### src/rtl/syn_hazard_scoreboard.sv
// syn_hazard_scoreboard
// Tracks destination registers of instructions in flight after ID and
// resolves, for each source operand of the instruction in ID, whether its
// value can be forwarded (registered select for EX) or whether a load-use
// style bubble is needed (combinational request). Also keeps saturating
// counters of bubble cycles and of issued instructions that forward.
module syn_hazard_scoreboard #(
  parameter int SLOTS    = 3,
  parameter int NUM_SRC  = 2,
  parameter int REG_BITS = 5,
  parameter int SEL_BITS = 3,
  parameter int CNT_BITS = 16
) (
  input  logic                         clk,
  input  logic                         rst,
  input  logic                         en,
  input  logic                         stall_in,
  input  logic                         flush,
  input  logic                         id_valid,
  input  logic [NUM_SRC*REG_BITS-1:0]  id_src,
  input  logic [NUM_SRC-1:0]           id_src_used,
  input  logic                         id_w_en,
  input  logic [REG_BITS-1:0]          id_req_w,
  input  logic [1:0]                   id_lat,
  output logic                         bubble,
  output logic [NUM_SRC*SEL_BITS-1:0]  fwd_sel,
  output logic [SLOTS-1:0]             slot_valid,
  output logic [CNT_BITS-1:0]          stall_count,
  output logic [CNT_BITS-1:0]          fwd_count
);

  // Slot k (1 = youngest). Only the valid bit is reset; the payload is
  // meaningless while its valid bit is low.
  logic [SLOTS:1]      r_vld;
  logic [SLOTS:1]      r_wen;
  logic [REG_BITS-1:0] r_dest [1:SLOTS];
  logic [1:0]          r_lat  [1:SLOTS];

  logic [NUM_SRC*SEL_BITS-1:0] r_fwd_sel;
  logic [CNT_BITS-1:0]         r_stall_cnt;
  logic [CNT_BITS-1:0]         r_fwd_cnt;

  logic [NUM_SRC*SEL_BITS-1:0] w_sel;
  logic [NUM_SRC-1:0]          w_haz;
  logic                        w_bubble;
  logic                        w_issue;
  logic                        w_any_fwd;

  function automatic logic [CNT_BITS-1:0] f_sat_inc(input logic [CNT_BITS-1:0] c);
    f_sat_inc = (&c) ? c : c + 1'b1;
  endfunction

  // Per-source match search: scan oldest matchable slot first so the
  // youngest match overwrites and wins. The WB slot (SLOTS) is excluded
  // because the register file is written before it is read.
  always_comb begin
    w_sel = '0;
    w_haz = '0;
    for (int i = 0; i < NUM_SRC; i++) begin
      for (int k = SLOTS - 1; k >= 1; k--) begin
        if (id_src_used[i] && r_vld[k] && r_wen[k] && (r_dest[k] != '0) &&
            (r_dest[k] == id_src[i*REG_BITS +: REG_BITS])) begin
          if (k < int'(r_lat[k])) begin
            w_haz[i]                        = 1'b1;
            w_sel[i*SEL_BITS +: SEL_BITS]   = '0;
          end else begin
            w_haz[i]                        = 1'b0;
            w_sel[i*SEL_BITS +: SEL_BITS]   = SEL_BITS'(k + 1);
          end
        end
      end
    end
  end

  assign w_bubble  = id_valid & (|w_haz) & ~flush;
  assign w_issue   = id_valid & ~w_bubble & ~stall_in & ~flush;
  assign w_any_fwd = |w_sel;

  // Control state: slot occupancy, registered selects and event counters.
  always_ff @(posedge clk or posedge rst) begin
    if (rst) begin
      r_vld       <= '0;
      r_fwd_sel   <= '0;
      r_stall_cnt <= '0;
      r_fwd_cnt   <= '0;
    end else if (en) begin
      r_vld     <= {r_vld[SLOTS-1:1], w_issue};
      r_fwd_sel <= w_issue ? w_sel : '0;
      if (w_bubble) begin
        r_stall_cnt <= f_sat_inc(r_stall_cnt);
      end
      if (w_issue && w_any_fwd) begin
        r_fwd_cnt <= f_sat_inc(r_fwd_cnt);
      end
    end
  end

  // Slot payload shifts with the valid bits; slot 1 captures ID fields.
  always_ff @(posedge clk) begin
    if (en) begin
      r_wen[1]  <= id_w_en;
      r_dest[1] <= id_req_w;
      r_lat[1]  <= id_lat;
      for (int k = SLOTS; k >= 2; k--) begin
        r_wen[k]  <= r_wen[k-1];
        r_dest[k] <= r_dest[k-1];
        r_lat[k]  <= r_lat[k-1];
      end
    end
  end

  assign bubble      = w_bubble;
  assign fwd_sel     = r_fwd_sel;
  assign slot_valid  = r_vld;
  assign stall_count = r_stall_cnt;
  assign fwd_count   = r_fwd_cnt;

endmodule

### config.mk
export PLATFORM = sky130hd
export DESIGN_NAME = syn_hazard_scoreboard
export DESIGN_NICKNAME = d
export VERILOG_FILES = /design/src/rtl/syn_hazard_scoreboard.sv
export SDC_FILE = /design/constraint.sdc
export NUM_CORES = 1
export LEC_CHECK = 0
export BUFFER_PORTS_ARGS = -buffer_cell sky130_fd_sc_hd__buf_2
export CAP_MARGIN = 20
export CORE_AREA = 2 2 85 87
export CTS_BUF_LIST = sky130_fd_sc_hd__clkbuf_16
export DETAILED_ROUTE_END_ITERATION = 12
export DIE_AREA = 0 0 87 89
export PLACE_DENSITY = 0.71
export SLEW_MARGIN = 30
export SYNTH_ARGS = -nofsm -noshare
export SYNTH_HDL_FRONTEND = slang
export SYNTH_SLANG_ARGS = --single-unit
### constraint.sdc
create_clock -name clk -period 3.09 [get_ports clk]
set_input_delay 0.1545 -clock clk [delete_from_list [all_inputs] [get_ports clk]]
set_output_delay 0.1545 -clock clk [all_outputs]
set_load 0.01 [all_outputs]
; Word-level counts from Yosys, hierarchy flattened
; Memories as Yosys holds them, arrays and structs flattened.
; Cells that the tools add are included.
[word_totals]
ff_bits = 43
ramBits = 21
in_bits = 26
wordCells = 65
n_memories = 2
[classes]
n_addsub = 2
order_cmp = 2
eq_ne = 4
n_mux = 15
bitwise_logic = 10
reduce_logical = 25
[mem_list]
columns = memory, words, word_bits, read_ports, rd_clocked_by_memory_dff, wr, line_no
row1 = r_dest, 3, 5, 2, 0, 3, 36  ; logic [REG_BITS-1:0] r_dest [1:SLOTS];
row2 = r_lat, 3, 2, 2, 0, 3, 37  ; logic [1:0] r_lat [1:SLOTS];
[op_table]
columns = cell, n
row1 = $add A16 B1 Y16 const B, 2
row2 = $reduce_and A16 Y1, 2
row3 = $eq A5 B5 Y1, 4
row4 = $logic_and A1 B1 Y1, 17
row5 = $reduce_bool A5 Y1, 2
row6 = $mux W3, 3
row7 = $mux W1, 8
row8 = $mux W2, 3
row9 = $mux W6, 1
row10 = $reduce_and A3 Y1, 2
row11 = $reduce_or A6 Y1, 1
row12 = $and A1 B1 Y1, 5
row13 = $not A1 Y1, 5
row14 = $lt A1 B2 Y1 const A, 1
row15 = $lt A2 B2 Y1 const A, 1
row16 = $reduce_or A2 Y1, 1

; Longest topological paths before layout
; Gate-level depths: netlist of run 1.
[depth]
ltp_word = 15
depth_mapped = 9
ltp_nobuf = 7

; Worst setup path before layout of run 1
; No wires, ideal clock.
[synth_timing]
path_type = reg2reg
startpoint = memory r_dest[1][1]
endpoint = register r_fwd_cnt[9] (netlist: fwd_count[9])
setup_time_ps = 126
arrival_ps = 2553
path_slack_ps = 411
stages_incl_launch_ff = 9
period_less_slack_ps = 2679
path_cell_list = edfxtp_1 -> or4_4 -> nor2_4 -> nor3_1 -> o21a_1 -> or4_1 -> buf_2 -> or4_1 -> xnor2_1
[synth_rtl]
columns = element, line_no
row1 = from (decl), 36
row2 = to (signal assigned), 93  ; r_fwd_cnt <= f_sat_inc(r_fwd_cnt);
row3 = to (decl), 41  ; logic [CNT_BITS-1:0] r_fwd_cnt;

==> impl_metrics.ini, run 1 <==
[status]
run_status = completed

[sta]
hold_viol = 0
finalCriticalPeriod_ns = 2.75
maxSlewViolCount = 0
setup_viol = 0
fin_crit_sh_pct = 89.1
rsz0062_at_grt = false
skew_ns = 0.00751
hold-worst-slack_ns = 0.0409
slew_headroom_pct = 52.7
max_freq_ghz = 0.363
setup_tns_ns = 0
worst_pin_slew_ns = 0.709

[worst_setup_path]
path_max_fanout = 13
cp.required_ns = 3.30
critPathBufInv = 1
startpoint_type = flop
cp_slowest_cell = or4_4
r2r_slack_ns = 0.34
end_kind = flop
crit_chain = or4_4 -> nor2_4 -> nor3_1 -> o21a_1 -> or4_1 -> buf_4 -> nor4_1 -> xor2_1
arrival_ns = 2.97
worst_path_largest_cell_delay_ns = 0.58
critPathTopFamily = simple AND/OR/NAND/NOR gates
critPathKind = flop to flop

[cts]
clk_pin_slew_ns = 0.07
cts_root_buffer = clkbuf_16
post_cts_resize_count = 0
cts_post_setup_buffers_inserted = 0
cts_sinks = 55
cts_max_level = 2
clock_path_buffers = 2
cts_tree = done
clk_latency_ns = 0.29
cts_buffers = 5

[power]
p_leak_nw = 1.58
seqPwrFrac_pct = 53.3
power.share.clock_pct = 40.3
ir_drop_mv = 0.195
powerDensity_nw_per_um2 = 453
swShare_pct = 21.5
p_comb_share_pct = 6.4
internal_power_w = 0.00117
finalPower_w = 0.00149
p_sw_w = 0.000320

[route]
finalWirelength_mm = 5.77
drc = 0
viasPerCell = 5.26
drt_iter0_drc = 62
ant_nets = 0
drtPass1Iterations = 4
vias = 2051
post_drt_wl_per_cell_um = 14.8

[grt]
grt_pass1_vias = 2010
grt_first_pass_wirelength_mm = 9.62
gr-usage-all-layers_pct = 16.2
grt_max_degree = 22
antenna_found_initial = 0
grt_overflow = 0

[logic_synthesis]
syn_avg_cell_area_um2 = 11.4
ys_ff_latch = 55
yosys-top-cells-area = dfrtp_1 (36%), edfxtp_1 (18%), xnor2_1 (8.5%)
yosysWarnings = 0
netlist.area_leader.share_pct = 36.4
syn_area_um2 = 2680
ys_dominant_reg_cell = dfrtp_1
synth_edf_count = 16
async_reset_ff_share_pct = 70.9
yosys.area.top_type = dfrtp_1
synth_cells = 236
synth_common_cells = dfrtp_1 (39), xnor2_1 (26), xor2_1 (24)
ys_types = 39
yosysSeqAreaShare_pct = 54.3
yosysMostFrequentCell = dfrtp_1

[placed_design]
hpwl_mm = 4.35
portBuffers = 65
place_congestion = 0.919

[hold_path]
min_path_type = primary input to flop

[die]
core_um2 = 6720
dieArea_um2 = 7740
io_pins = 68
die_x_um = 87
row_count = 30
start_util_pct = 39.9
die_h_um = 89

[final_layout]
fin_nets = 337
area_delta_synth_final_pct = 22.4
drive_above_1_share_pct = 27.7
antenna_cells = 0

[job]
drv_cap = 0
==> power groups by stage <==
stage | combinational, W | clock, W | sequential, W
after global placement | 0.0000923 | 0 | 0.000806
after detailed placement | 0.0000950 | 0 | 0.000807
after CTS | 0.0000970 | 0.000618 | 0.000792
final | 0.0000953 | 0.000599 | 0.000793
after floorplan | 0.0000530 | 0 | 0.000804
after global routing | 0.000106 | 0.000644 | 0.000795
==> state kept, by name (all words and copies together), names as in the netlist <==
signal,cells
fwd_sel,4
stall_count,16
fwd_count,16
slot_valid,3
r_wen,2
r_lat,4
r_dest,10
==> layout by cell type, fill, tap and decap left out, drive strengths merged, types with 3 or more instances in the layout <==
master   count
buf         70
nor4        10
dfrtp       39
o2bb2ai      3
nor3        12
a21oi        3
nor2        12
xor2        24
edfxtp      16
nand2       15
and3         5
nand3       12
or4          6
clkbuf       6
mux2         4
xnor2       26
inv          9
nand4       12
nor3b        6
==> worst register-to-register path: stages, from the launching register on <==
cell	delay, ns
edfxtp_1	0.46
or4_4	0.58
nor2_4	0.11
nor3_1	0.09
o21a_1	0.20
or4_1	0.50
buf_4	0.21
nor4_1	0.35
xor2_1	0.18
==> cell type report <==
cell class | instances | area (um2)
multi-input combinational | 168 | 1160
clock buffer | 6 | 150
sequential | 55 | 1460
timing repair buffer | 71 | 373
clock inverter | 2 | 12.5
fill | 603 | 3440
inverter | 8 | 30.0
tap | 80 | 100
==> kinds of logic after synthesis <==
group | after synthesis | synth area share, %
DFF | 55 | 54.3
other | 1 | 0.140
xor gates and xnor gates | 50 | 16.3
AOI/OAI and AO/OA | 12 | 3.40
buffers and inverters | 14 | 2.57
and+or+nand+nor | 98 | 20.7
adders and majority gates | 2 | 0.933
muxes | 4 | 1.68
==> path summary, 6_finish.rpt <==
check | startpoint | end | cells past startpoint
worst max-delay path | r_dest[1][1] | fwd_count[5] | 8
worst min-delay path | id_req_w[0] | r_dest[1][0] | 1
worst max register to register | r_dest[1][1] | fwd_count[5] | 8
worst min register to register | r_lat[1][0] | r_lat[2][0] | 0
max in group asynchronous | rst | fwd_sel[0] | 4
min in group asynchronous | rst | stall_count[15] | 3
==> through the flow <==
step           worst slack [ns]  area (um2)  util, %  std cells
2_1_floorplan             0.411        2690        -        237
3_3_place_gp              0.453        3110     46.3        381
3_5_place_dp              0.368        3110     46.3        381
4_1_cts                   0.359        3280     48.9        390
5_1_grt                   0.171        3280     48.9        390
6_report                  0.338        3280     48.9        390
==> metal layers <==
layer / GRT usage, % / vias up / part of all wire [%]
li1: - / 992 / -
met4: 7.67 / 0 / 2.6
met3: 3.88 / 11 / 5.4
met1: 21.4 / 983 / 46
met5: 0 / - / 0
met2: 25.4 / 65 / 46
==> what timing repair did <==
item	CTS	global route
endpoints found under the setup margin	0	0
hold endpoints to repair	16	0
hold buffers	1	0
Power figures use the tool's default switching activity.
==> run 2, diff against run 1 <==
GPL_TIMING_DRIVEN = 0   (was unset)
RECOVER_POWER = 25   (was unset)
==> run 2 against run 1 <==
Compared with the run above: design area up 0.91%; flip-flop and latch count unchanged; first-iteration DRC count down 15%; total power down 3.8%; maximum frequency down 3.7%; die area unchanged; clock-buffer cell count down 1; critical endpoint is now fwd_count[9].
==> impl_metrics.ini, run 2 (synthesis results as in run 1) <==
[power]
ir_drop_mv = 0.211
p_leak_nw = 1.60
powerDensity_nw_per_um2 = 432
p_comb_share_pct = 6.8
p_sw_w = 0.000311
finalPower_w = 0.00143
swShare_pct = 21.8
power.share.clock_pct = 37.6
internal_power_w = 0.00112
seqPwrFrac_pct = 55.6

[worst_setup_path]
cp_slowest_cell = or4_4
cp.required_ns = 3.26
worst_path_largest_cell_delay_ns = 0.58
crit_top_cell = or4_1
startpoint_type = flop
critPathTopFamily = simple AND/OR/NAND/NOR gates
critPathBufInv = 1
crit_chain = or4_4 -> nor2_4 -> nor3_1 -> o21a_1 -> or4_1 -> buf_2 -> or4_1 -> xnor2_1
path_max_fanout = 6
arrival_ns = 3.03
end_kind = flop
critPathKind = flop to flop

[final_layout]
final_common_cell = buf_2
antenna_cells = 0
drive_above_1_share_pct = 28.2
nFillCells = 614
design_area_um2 = 3310
final_cell_mix = buf_2 (65), dfrtp_1 (39), xnor2_1 (26), xor2_1 (24), edfxtp_1 (16)
fin_nets = 339
area_delta_synth_final_pct = 23.5

[grt]
grt_first_pass_wirelength_mm = 9.06
antenna_found_initial = 0
grt_overflow = 0
grt_pass1_vias = 1933
gr-usage-all-layers_pct = 15.1
grt_max_degree = 22

[sta]
setup_viol = 0
hold_viol = 0
max_freq_ghz = 0.350
finalCriticalPeriod_ns = 2.86
worst_pin_slew_ns = 1.08
fin_crit_sh_pct = 92.5
maxSlewViolCount = 0
hold-worst-slack_ns = 0.0432
rsz0062_at_grt = false
slew_headroom_pct = 28.2
setup_tns_ns = 0
skew_ns = 0.00831

[die]
io_pins = 68
core_um2 = 6720
die_x_um = 87
row_count = 30
die_h_um = 89
start_util_pct = 39.9
dieArea_um2 = 7740

[cts]
clk_latency_ns = 0.29
clk_pin_slew_ns = 0.07
cts_root_buffer = clkbuf_16
cts_max_level = 2
clock_path_buffers = 2
cts_buffers = 5
cts_tree = done
cts_sinks = 55

[route]
drt_iter0_drc = 53
viasPerCell = 5.14
vias = 2016
post_drt_wl_per_cell_um = 14.2
ant_nets = 0
drtPass1Iterations = 5
finalWirelength_mm = 5.58
drc = 0

[placed_design]
portBuffers = 65
placed_area_um2 = 3140
hpwl_mm = 4.15
place_congestion = 0.916

[hold_path]
min_path_type = primary input to flop

[status]
run_status = completed

[job]
drv_cap = 0
[run 2: stage by stage]
step                      cells  util (%)  setup slack (ns)
final                       392      49.3             0.233
after floorplan             237         -             0.411
after global routing        392      49.3            0.0605
after detailed placement    383      46.7            0.0620
after CTS                   392      49.1             0.127
after global placement      382      46.3            0.0457
[run 2: layer usage]
layer / vias to the layer above / share of wire, % / global-route usage (%)
met5: - / 0 / 0
met4: 0 / 1.7 / 7.39
met3: 6 / 6.4 / 3.23
met2: 65 / 45 / 23.7
met1: 953 / 47 / 20.0
li1: 992 / - / -
[run 2: area by class of cell]
| cell class | count | area [um2] | area share, % |
|---|---|---|---|
| sequential | 55 | 1460 | 44.0 |
| clock buffer | 5 | 125 | 3.78 |
| inverter | 8 | 30.0 | 0.906 |
| multi-input combinational | 168 | 1180 | 35.7 |
| buffer | 6 | 41.3 | 1.25 |
| clock inverter | 3 | 16.3 | 0.491 |
| tap | 80 | 100 | 3.02 |
| timing repair buffer | 67 | 362 | 10.9 |
[run 2: path summary, 6_finish.rpt]
kind	start	end	slack, ns	depth (start not counted)
max	r_dest[1][1]	fwd_count[9]	0.23	8
min	id_req_w[0]	r_dest[1][0]	0.04	1
max reg2reg	r_dest[1][1]	fwd_count[9]	0.23	8
min reg2reg	r_lat[1][0]	r_lat[2][0]	0.42	0
max in group asynchronous	rst	fwd_count[12]	1.96	4
min in group asynchronous	rst	stall_count[9]	0.56	3
[run 2: what timing repair did]
action | in CTS | in global routing
buffers inserted | 0 | 0
gates resized for setup | 2 | 4
pin swaps | 0 | 0
hold buffers | 1 | 0
endpoints found under the setup margin | 1 | 1
endpoints found under the hold margin | 18 | 0
[run 2: power by group through the flow]
stage               clock network (W)  logic [W]  registers, W
finish                       0.000538  0.0000974      0.000794
global route                 0.000582   0.000110      0.000796
CTS                          0.000558  0.0000988      0.000793
detailed placement                  0  0.0000978      0.000808
global placement                    0  0.0000911      0.000807
floorplan                           0  0.0000530      0.000804
